==> src/rtl/gpu_pkg.sv <==
// Types and defaults shared between the cores and the program-memory controller,
// so both sides agree on the fetch line width and the controller state encoding.
package gpu_pkg;

    typedef enum logic [1:0] {
        IDLE         = 2'd0,
        READ_WAITING = 2'd1,
        RELAY        = 2'd2
    } ctrl_state_t;

    localparam int DEFAULT_DATA_BITS = 16;
    localparam int DEFAULT_READ_NUM  = 4;

    // Width of a consumer index; kept at least one bit wide for a single consumer.
    function automatic int ptr_bits(input int n);
        return (n > 1) ? $clog2(n) : 1;
    endfunction

endpackage

==> src/rtl/program_mem_controller_rr_picker.sv <==
// Round-robin picker: first requesting consumer found scanning upward from ptr,
// wrapping modulo N. Purely combinational.
module rr_picker
    import gpu_pkg::*;
#(
    parameter int N = 4
) (
    input  logic [N-1:0]           req,
    input  logic [ptr_bits(N)-1:0] ptr,
    output logic                   found,
    output logic [ptr_bits(N)-1:0] idx
);
    localparam int PW = ptr_bits(N);

    logic [PW-1:0] cand;

    always_comb begin
        found = 1'b0;
        idx   = '0;
        cand  = '0;
        for (int off = 0; off < N; off++) begin
            cand = PW'((int'(ptr) + off) % N);
            if (!found && req[cand]) begin
                found = 1'b1;
                idx   = cand;
            end
        end
    end

endmodule

==> src/rtl/program_mem_controller.sv <==
// Read-only arbiter between consumer instruction-fetch ports and program-memory
// channels: one line of READ_NUM instructions per transaction, round-robin grant.
module program_mem_controller
    import gpu_pkg::*;
#(
    parameter int ADDR_BITS     = 8,
    parameter int DATA_BITS     = DEFAULT_DATA_BITS,
    parameter int READ_NUM      = DEFAULT_READ_NUM,
    parameter int NUM_CONSUMERS = 4,
    parameter int NUM_CHANNELS  = 1
) (
    input  logic                                                clk,
    input  logic                                                reset,
    input  logic [NUM_CONSUMERS-1:0]                            consumer_read_valid,
    input  logic [NUM_CONSUMERS-1:0][ADDR_BITS-1:0]             consumer_read_address,
    output logic [NUM_CONSUMERS-1:0]                            consumer_read_ready,
    output logic [NUM_CONSUMERS-1:0][READ_NUM*DATA_BITS-1:0]    consumer_read_data,
    output logic [NUM_CHANNELS-1:0]                             mem_read_valid,
    output logic [NUM_CHANNELS-1:0][ADDR_BITS-1:0]              mem_read_address,
    input  logic [NUM_CHANNELS-1:0]                             mem_read_ready,
    input  logic [NUM_CHANNELS-1:0][READ_NUM*DATA_BITS-1:0]     mem_read_data
);
    localparam int PW        = ptr_bits(NUM_CONSUMERS);
    localparam int LINE_BITS = READ_NUM * DATA_BITS;

    ctrl_state_t                                   state_q [NUM_CHANNELS];
    ctrl_state_t                                   state_d [NUM_CHANNELS];
    logic [PW-1:0]                                 owner_q [NUM_CHANNELS];
    logic [PW-1:0]                                 owner_d [NUM_CHANNELS];
    logic [NUM_CHANNELS-1:0]                       mem_valid_q, mem_valid_d;
    logic [NUM_CHANNELS-1:0][ADDR_BITS-1:0]        mem_addr_q, mem_addr_d;
    logic [NUM_CONSUMERS-1:0]                      ready_q, ready_d;
    logic [NUM_CONSUMERS-1:0]                      serving_q, serving_d;
    logic [NUM_CONSUMERS-1:0][LINE_BITS-1:0]       data_q, data_d;
    logic [PW-1:0]                                 rr_ptr_q, rr_ptr_d;

    logic [NUM_CHANNELS-1:0]                       grant;
    logic [PW-1:0]                                 pick_idx [NUM_CHANNELS];

    // Grant chain: each channel sees the serving mask plus whatever lower channels took this cycle.
    for (genvar gi = 0; gi < NUM_CHANNELS; gi++) begin : g_ch
        logic [NUM_CONSUMERS-1:0] mask_in;
        logic                     found;
        logic                     take;
        logic [PW-1:0]            idx;

        if (gi == 0) begin : g_first
            assign mask_in = serving_q;
        end else begin : g_rest
            assign mask_in = g_ch[gi-1].g_fwd.mask_out;
        end

        rr_picker #(.N(NUM_CONSUMERS)) u_picker (
            .req   (consumer_read_valid & ~mask_in),
            .ptr   (rr_ptr_q),
            .found (found),
            .idx   (idx)
        );

        assign take         = (state_q[gi] == IDLE) && found;
        assign grant[gi]    = take;
        assign pick_idx[gi] = idx;

        if (gi < NUM_CHANNELS - 1) begin : g_fwd
            logic [NUM_CONSUMERS-1:0] mask_out;
            assign mask_out = mask_in | (take ? (NUM_CONSUMERS'(1) << idx) : '0);
        end
    end

    always_comb begin
        state_d     = state_q;
        owner_d     = owner_q;
        mem_valid_d = mem_valid_q;
        mem_addr_d  = mem_addr_q;
        ready_d     = ready_q;
        serving_d   = serving_q;
        data_d      = data_q;
        rr_ptr_d    = rr_ptr_q;
        for (int ch = 0; ch < NUM_CHANNELS; ch++) begin
            case (state_q[ch])
                IDLE: begin
                    if (grant[ch]) begin
                        owner_d[ch]             = pick_idx[ch];
                        serving_d[pick_idx[ch]] = 1'b1;
                        mem_valid_d[ch]         = 1'b1;
                        mem_addr_d[ch]          = consumer_read_address[pick_idx[ch]];
                        state_d[ch]             = READ_WAITING;
                        // Higher channels override, so the pointer follows the last grant.
                        rr_ptr_d = (int'(pick_idx[ch]) == NUM_CONSUMERS - 1)
                                   ? '0 : pick_idx[ch] + PW'(1);
                    end
                end
                READ_WAITING: begin
                    if (mem_read_ready[ch]) begin
                        mem_valid_d[ch]      = 1'b0;
                        ready_d[owner_q[ch]] = 1'b1;
                        data_d[owner_q[ch]]  = mem_read_data[ch];
                        state_d[ch]          = RELAY;
                    end
                end
                RELAY: begin
                    if (!consumer_read_valid[owner_q[ch]]) begin
                        ready_d[owner_q[ch]]   = 1'b0;
                        serving_d[owner_q[ch]] = 1'b0;
                        state_d[ch]            = IDLE;
                    end
                end
                default: state_d[ch] = IDLE;
            endcase
        end
    end

    always_ff @(posedge clk or negedge reset) begin
        if (!reset) begin
            for (int ch = 0; ch < NUM_CHANNELS; ch++) begin
                state_q[ch] <= IDLE;
                owner_q[ch] <= '0;
            end
            mem_valid_q <= '0;
            mem_addr_q  <= '0;
            ready_q     <= '0;
            serving_q   <= '0;
            data_q      <= '0;
            rr_ptr_q    <= '0;
        end else begin
            state_q     <= state_d;
            owner_q     <= owner_d;
            mem_valid_q <= mem_valid_d;
            mem_addr_q  <= mem_addr_d;
            ready_q     <= ready_d;
            serving_q   <= serving_d;
            data_q      <= data_d;
            rr_ptr_q    <= rr_ptr_d;
        end
    end

    assign consumer_read_ready = ready_q;
    assign consumer_read_data  = data_q;
    assign mem_read_valid      = mem_valid_q;
    assign mem_read_address    = mem_addr_q;

endmodule

==> config.mk <==
export PLATFORM = sky130hd
export DESIGN_NAME = program_mem_controller
export DESIGN_NICKNAME = d
export VERILOG_FILES = /design/src/rtl/gpu_pkg.sv /design/src/rtl/program_mem_controller_rr_picker.sv /design/src/rtl/program_mem_controller.sv
export SDC_FILE = /design/constraint.sdc
export NUM_CORES = 1
export LEC_CHECK = 0
export CAP_MARGIN = 20
export CORE_MARGIN = 3
export CORE_UTILIZATION = 49
export CTS_CLUSTER_SIZE = 30
export DETAILED_ROUTE_END_ITERATION = 12
export GPL_ROUTABILITY_DRIVEN = 1
export PLACE_DENSITY = 0.95
export SLEW_MARGIN = 20
export SYNTH_ARGS = -nofsm -noshare
export SYNTH_HDL_FRONTEND = slang
export SYNTH_SLANG_ARGS = --single-unit
==> constraint.sdc <==
create_clock -name clk -period 4.4 [get_ports clk]
set_input_delay 0.66 -clock clk [delete_from_list [all_inputs] [get_ports clk]]
set_output_delay 0.66 -clock clk [all_outputs]
set_load 0.01 [all_outputs]
==> results of run 1 <==
[state kept, by name (all words and copies together) (netlist names), named ones only]
name	cells
rr_ptr_q	2
mem_read_address	8
consumer_read_data	256
mem_read_valid	1
state_q	2
g_ch.mask_in	4
owner_q	2
[cells in the final DEF (no fill, tap or decap), types with 3 or more instances in the layout]
cell type	count
mux2_4	49
nor2_1	12
a22o_1	3
nand2b_1	7
buf_4	9
inv_1	6
nand3_1	3
a2111oi_0	8
clkbuf_8	5
clkbuf_1	8
nor3b_1	8
o22ai_1	8
clkbuf_16	29
mux2_2	207
o21ai_0	18
clkdlybuf4s50_1	370
nand2_1	14
dfrtp_1	279
a21oi_1	9
clkinv_2	4
mux2i_1	8
a21o_1	4
[cells by family (layout without fill, tap and decap cells)]
family / Yosys count / after routing / share of synthesized area [%]
compound gates: 57 / 57 / 3.36
fa+ha+maj: 1 / 1 / 0.112
buf+inv: 43 / 437 / 2.43
flops: 279 / 279 / 62.8
mux: 265 / 265 / 28.5
simple gates: 57 / 57 / 2.85
[final timing paths]
check	end	cells past startpoint	slack, ns
worst max register to register	mem_read_address[3]$_DFFE_PN0P_	5	2.16
worst min register to register	flip-flop	1	0.48
worst min-delay path	consumer_read_data[70]$_DFFE_PN0P_	1	0.19
min in group clk	flip-flop	1	0.48
worst max-delay path	mem_read_address[3]$_DFFE_PN0P_	5	1.94
max in group asynchronous	rr_ptr_q[1]$_DFFE_PN0P_	2	3.16
[through the flow]
stage	area (um2)	setup WS, ns	total power [mW]	std cells
global placement	15100	1.55	9.86	1327
finish	16000	1.94	12.5	1376
floorplan	11100	2.42	6.95	702
global route	16000	1.72	13.1	1376
CTS	16000	1.97	12.6	1376
detailed placement	15100	1.41	10.2	1327
[cells in the mapped netlist]
cell / n / area share, %
a2111oi_0: 8 / 0.63
nand4_1: 1 / 0.056
a21o_1: 4 / 0.27
nand3_1: 3 / 0.13
nor2_1: 13 / 0.44
or3_1: 1 / 0.056
nor2b_1: 2 / 0.11
buf_2: 17 / 0.76
o21ai_0: 18 / 0.81
a221o_1: 1 / 0.090
mux2_4: 49 / 6.6
mux2_2: 207 / 21
nor3_1: 1 / 0.045
buf_1: 1 / 0.034
and2_1: 1 / 0.056
ha_1: 1 / 0.11
a22o_1: 3 / 0.24
dfrtp_1: 279 / 63
clkbuf_1: 1 / 0.034
clkbuf_2: 1 / 0.045
nand2b_1: 7 / 0.39
nor4_1: 1 / 0.056
or2_2: 1 / 0.056
or4_1: 1 / 0.068
a211oi_1: 2 / 0.13
a211oi_2: 1 / 0.11
buf_4: 11 / 0.74
nand3b_4: 1 / 0.18
nor3b_1: 9 / 0.61
nor3b_2: 1 / 0.11
buf_6: 6 / 0.61
o22ai_1: 8 / 0.45
mux4_2: 1 / 0.20
a21boi_0: 1 / 0.068
mux2i_1: 8 / 0.72
nand2_1: 14 / 0.47
a21oi_1: 9 / 0.40
inv_1: 6 / 0.20
a21oi_2: 2 / 0.16
[power breakdown]
group | total, mW | internal (mW) | switching (mW)
combinational | 5.60 | 3.40 | 2.20
clock | 2.32 | 1.35 | 0.970
sequential | 4.59 | 3.81 | 0.774
[routing by layer]
metal | track usage [%] | share of wire [%]
met5 | 0 | 0
met4 | 7.04 | 2.5
met3 | 6.69 | 7.9
met2 | 44.2 | 51
met1 | 30.4 | 39
[area by class of cell]
type / instances / area, um2 / area share [%]
Sequential cell: 279 / 6980 / 43.7
Timing Repair Buffer: 382 / 3830 / 24.0
Clock inverter: 7 / 66.3 / 0.415
Inverter: 6 / 22.5 / 0.141
Clock buffer: 42 / 825 / 5.16
Tap cell: 280 / 350 / 2.19
Multi-Input combinational cell: 380 / 3890 / 24.4
==> flow_metrics.env, run 1 <==
export IMPL_crit_chain="clkdlybuf4s50_1 > nor3b_2 > a221o_1 > mux2i_1 > o22ai_1"
export IMPL_nets=1182
export IMPL_vias_per_cell=5.40
export IMPL_firstDrtPassIters=4
export IMPL_die_area_um2=24500
export IMPL_cp_top_family="compound AO/OA/AOI/OAI gates"
export IMPL_startpoint_type="primary input"
export IMPL_numCtsBuffers=29
export IMPL_grt_usage_pct=25.1
export IMPL_ys_ff_latch=279
export IMPL_grt_pass1_vias=8261
export IMPL_row_count=54
export IMPL_worstPathMaxFanout=12
export IMPL_finalHoldViolCount=0
export IMPL_area_growth_synth_to_final_pct=43.5
export IMPL_antenna_left=0
export IMPL_p_leak_nw=6.98
export IMPL_diodes=0
export IMPL_cp_num_buf_inv=1
export IMPL_max_stage_delay_ns=0.69
export IMPL_io_pins=372
export IMPL_synth_distinct_cells=39
export IMPL_hold_class="in2async"
export IMPL_port_buffers=371
export IMPL_timing_rr_start="g_ch[0].mask_in[0]$_DFFE_PN0P_"
export IMPL_fin_skew_ns=0.00846
export IMPL_overflow=0
export IMPL_ir_drop_v=0.000480
export IMPL_rsz0062_at_grt="no"
export IMPL_drt_total_wl_um=31400
export IMPL_syn_cell_area_um2=11100
export IMPL_crit_start="consumer_read_valid[2]"
export IMPL_drt_first_iter_violations=430
export IMPL_clk_latency_ns=0.52
export IMPL_syn_inst=702
export IMPL_path_class="in2reg"
export IMPL_fmax_mhz=407
export IMPL_core_um2=22100
export IMPL_cts_resized=0
export IMPL_yosysSeqAreaShare_pct=62.8
export IMPL_power_density_nw_per_um2=783
export IMPL_fp_dieW_um=157
export IMPL_numClockSinks=279
export IMPL_clk_pin_slew_ns=0.06
export IMPL_drv_cap=0
export IMPL_postCtsHoldBufs=0
export IMPL_setup_viol=0
export IMPL_cpMaxStageDelayCell="a221o_1"
export IMPL_routedWlPerCell_um=22.8
export IMPL_die_h_um=157
export IMPL_root_buffer="clkbuf_16"
export IMPL_antenna_found_initial=0
export IMPL_max_slew_margin_pct=39.4
export IMPL_place_congestion=0.803
export IMPL_yosysWarnings=0
export IMPL_drv_slew=0
export IMPL_hold_ws_ns=0.188
export IMPL_grt_first_pass_wirelength_um=48400
export IMPL_status="complete, no violations"
export IMPL_tightest_slew_ns=0.910
export IMPL_worstPathRequired_ns=4.77
export IMPL_end_kind="flip-flop"
export IMPL_period_needed_ns=2.46
export IMPL_syn_area_per_cell_um2=15.8
export IMPL_drc=0
export IMPL_utilization_pct=72.3
export IMPL_fin_crit_sh_pct=55.9
export IMPL_cts_setup_buffers=0
export IMPL_initial_core_util_pct=50.4
export IMPL_clock_path_buffers=3
export IMPL_syn_nets=806
export IMPL_grt_max_degree=119
export IMPL_dp_hpwl_um=21600
export IMPL_htreeDepth=1
export IMPL_nFillCells=1343
export IMPL_drive_gt1_share_pct=29.2
export IMPL_vias=7436
export IMPL_crit_arrival_ns=2.83
export IMPL_cts_tree="yes"
export IMPL_setup_tns_ns=0
Note: power is estimated with default switching activity, not from simulation.
==> run 2: changes to the inputs <==
- CORE_UTILIZATION: 49 -> 46
- PLACE_DENSITY: 0.95 -> 0.9
- clock period: 4.4 -> 2.4 ns (I/O delays scaled with it)
==> run 2 against run 1 <==
First-iteration DRC count is 16% lower; design area is 3.1% higher; flip-flop and latch count stayed put; die area is 6.3% higher; critical endpoint is now mem_read_address[5]$_DFFE_PN0P_; largest cell class unchanged.
==> flow_metrics.env, run 2 (same netlist as run 1, synthesis figures left out) <==
export IMPL_initial_core_util_pct=47.1
export IMPL_grt_usage_pct=23.9
export IMPL_antenna_found_initial=0
export IMPL_routedWlPerCell_um=22.0
export IMPL_startpoint_type="flip-flop"
export IMPL_status="complete, no violations"
export IMPL_drt_first_iter_violations=363
export IMPL_fin_crit_sh_pct=80.9
export IMPL_drive_gt1_share_pct=30.8
export IMPL_clk_latency_ns=0.55
export IMPL_vias=7524
export IMPL_dp_slack_ns=0.0659
export IMPL_path_class="reg2reg"
export IMPL_rsz0062_at_grt="no"
export IMPL_numClockSinks=279
export IMPL_grt_pass1_vias=8385
export IMPL_worstPathRequired_ns=2.80
export IMPL_root_buffer="clkbuf_16"
export IMPL_final_cell_mix="clkdlybuf4s50_1 (370), dfrtp_1 (279), mux2_2 (207)"
export IMPL_drv_slew=0
export IMPL_clock_path_buffers=3
export IMPL_die_h_um=162
export IMPL_tightest_slew_ns=0.684
export IMPL_setup_viol=0
export IMPL_grt_max_degree=82
export IMPL_clk_pin_slew_ns=0.06
export IMPL_layout_commonest_cell="clkdlybuf4s50_1"
export IMPL_fin_ws_ns=0.457
export IMPL_fp_dieW_um=162
export IMPL_r2r_setup_slack_ns=0.46
export IMPL_setup_tns_ns=0
export IMPL_p_total_mw=23.7
export IMPL_end_kind="flip-flop"
export IMPL_grt_first_pass_wirelength_um=49400
export IMPL_cts_tree="yes"
export IMPL_firstDrtPassIters=4
export IMPL_fin_skew_ns=0.0110
export IMPL_timing_rr_start="g_ch[0].mask_in[0]$_DFFE_PN0P_"
export IMPL_drc=0
export IMPL_crit_start="g_ch[0].mask_in[0]$_DFFE_PN0P_"
export IMPL_overflow=0
export IMPL_p_leak_nw=7.18
export IMPL_crit_arrival_ns=2.34
export IMPL_htreeDepth=1
export IMPL_power_density_nw_per_um2=1440
export IMPL_period_needed_ns=1.94
export IMPL_nets=1195
export IMPL_cts_resized=0
export IMPL_die_area_um2=26100
export IMPL_vias_per_cell=5.25
export IMPL_numCtsBuffers=30
export IMPL_r2r_end="mem_read_address[5]$_DFFE_PN0P_"
export IMPL_drt_total_wl_um=31500
export IMPL_ir_drop_v=0.000908
export IMPL_diodes=0
export IMPL_finalHoldViolCount=0
export IMPL_area_growth_synth_to_final_pct=47.9
export IMPL_largest_reg_flops=256
export IMPL_drv_cap=0
export IMPL_dp_hpwl_um=21300
export IMPL_io_pins=372
export IMPL_reg2regPathDepth=5
export IMPL_fmax_mhz=515
export IMPL_hold_class="in2async"
export IMPL_row_count=56
export IMPL_max_slew_margin_pct=54.4
export IMPL_worstPathMaxFanout=8
export IMPL_core_um2=23600
export IMPL_utilization_pct=69.7
export IMPL_place_congestion=0.795
export IMPL_port_buffers=371
export IMPL_antenna_left=0
run 2: cell type report:
| class | count | area [um2] |
|---|---|---|
| sequential | 279 | 6980 |
| clock buffer | 41 | 883 |
| tap | 319 | 399 |
| fill | 1503 | 7160 |
| timing repair buffer | 394 | 4060 |
| multi-input combinational | 380 | 3890 |
| inverter | 6 | 22.5 |
| clock inverter | 15 | 219 |
run 2: power breakdown:
part	internal (mW)	switching, mW
clock	3.12	1.90
sequential	6.99	1.41
combinational	6.32	4.01
total	16.4	7.31
run 2: worst max-delay path, stage by stage, from the launching register on:
cell	delay, ns
dfrtp_1	0.37
nand2b_1	0.25
a21oi_2	0.38
nor3b_1	0.09
a2111oi_0	0.55
o22ai_1	0.15
run 2: what timing repair did:
item,in CTS,in global routing
buffers inserted,0,0
endpoints found under the hold margin,71,0
hold buffers,1,0
run 2: how the worst max path moves through the flow:
stage,end,slack (ns)
2_1_floorplan,g_ch[0].mask_in[1]$_DFFE_PN0P_,0.67
3_3_place_gp,rr_ptr_q[0]$_DFFE_PN0P_,0.16
3_5_place_dp,mem_read_address[4]$_DFFE_PN0P_,0.07
4_1_cts,consumer_read_data[243],0.47
5_1_grt,mem_read_address[6]$_DFFE_PN0P_,0.32
6_report,mem_read_address[5]$_DFFE_PN0P_,0.46
run 2: layer usage:
metal | wire length [um] | part of all wire [%] | global-route usage (%)
met1 | 12200 | 39 | 29.0
met4 | 823 | 2.6 | 6.69
met5 | 0 | 0 | 0
met3 | 2650 | 8.4 | 7.13
met2 | 15800 | 50 | 41.7
run 2: through the flow:
stage | std cells | instance area, um2 | hold WS (ns)
floorplan | 702 | 11100 | 0.0644
CTS | 1434 | 16500 | 0.422
finish | 1434 | 16500 | 0.396
global placement | 1377 | 15300 | 0.407
global route | 1434 | 16500 | 0.453
detailed placement | 1377 | 15300 | 0.414
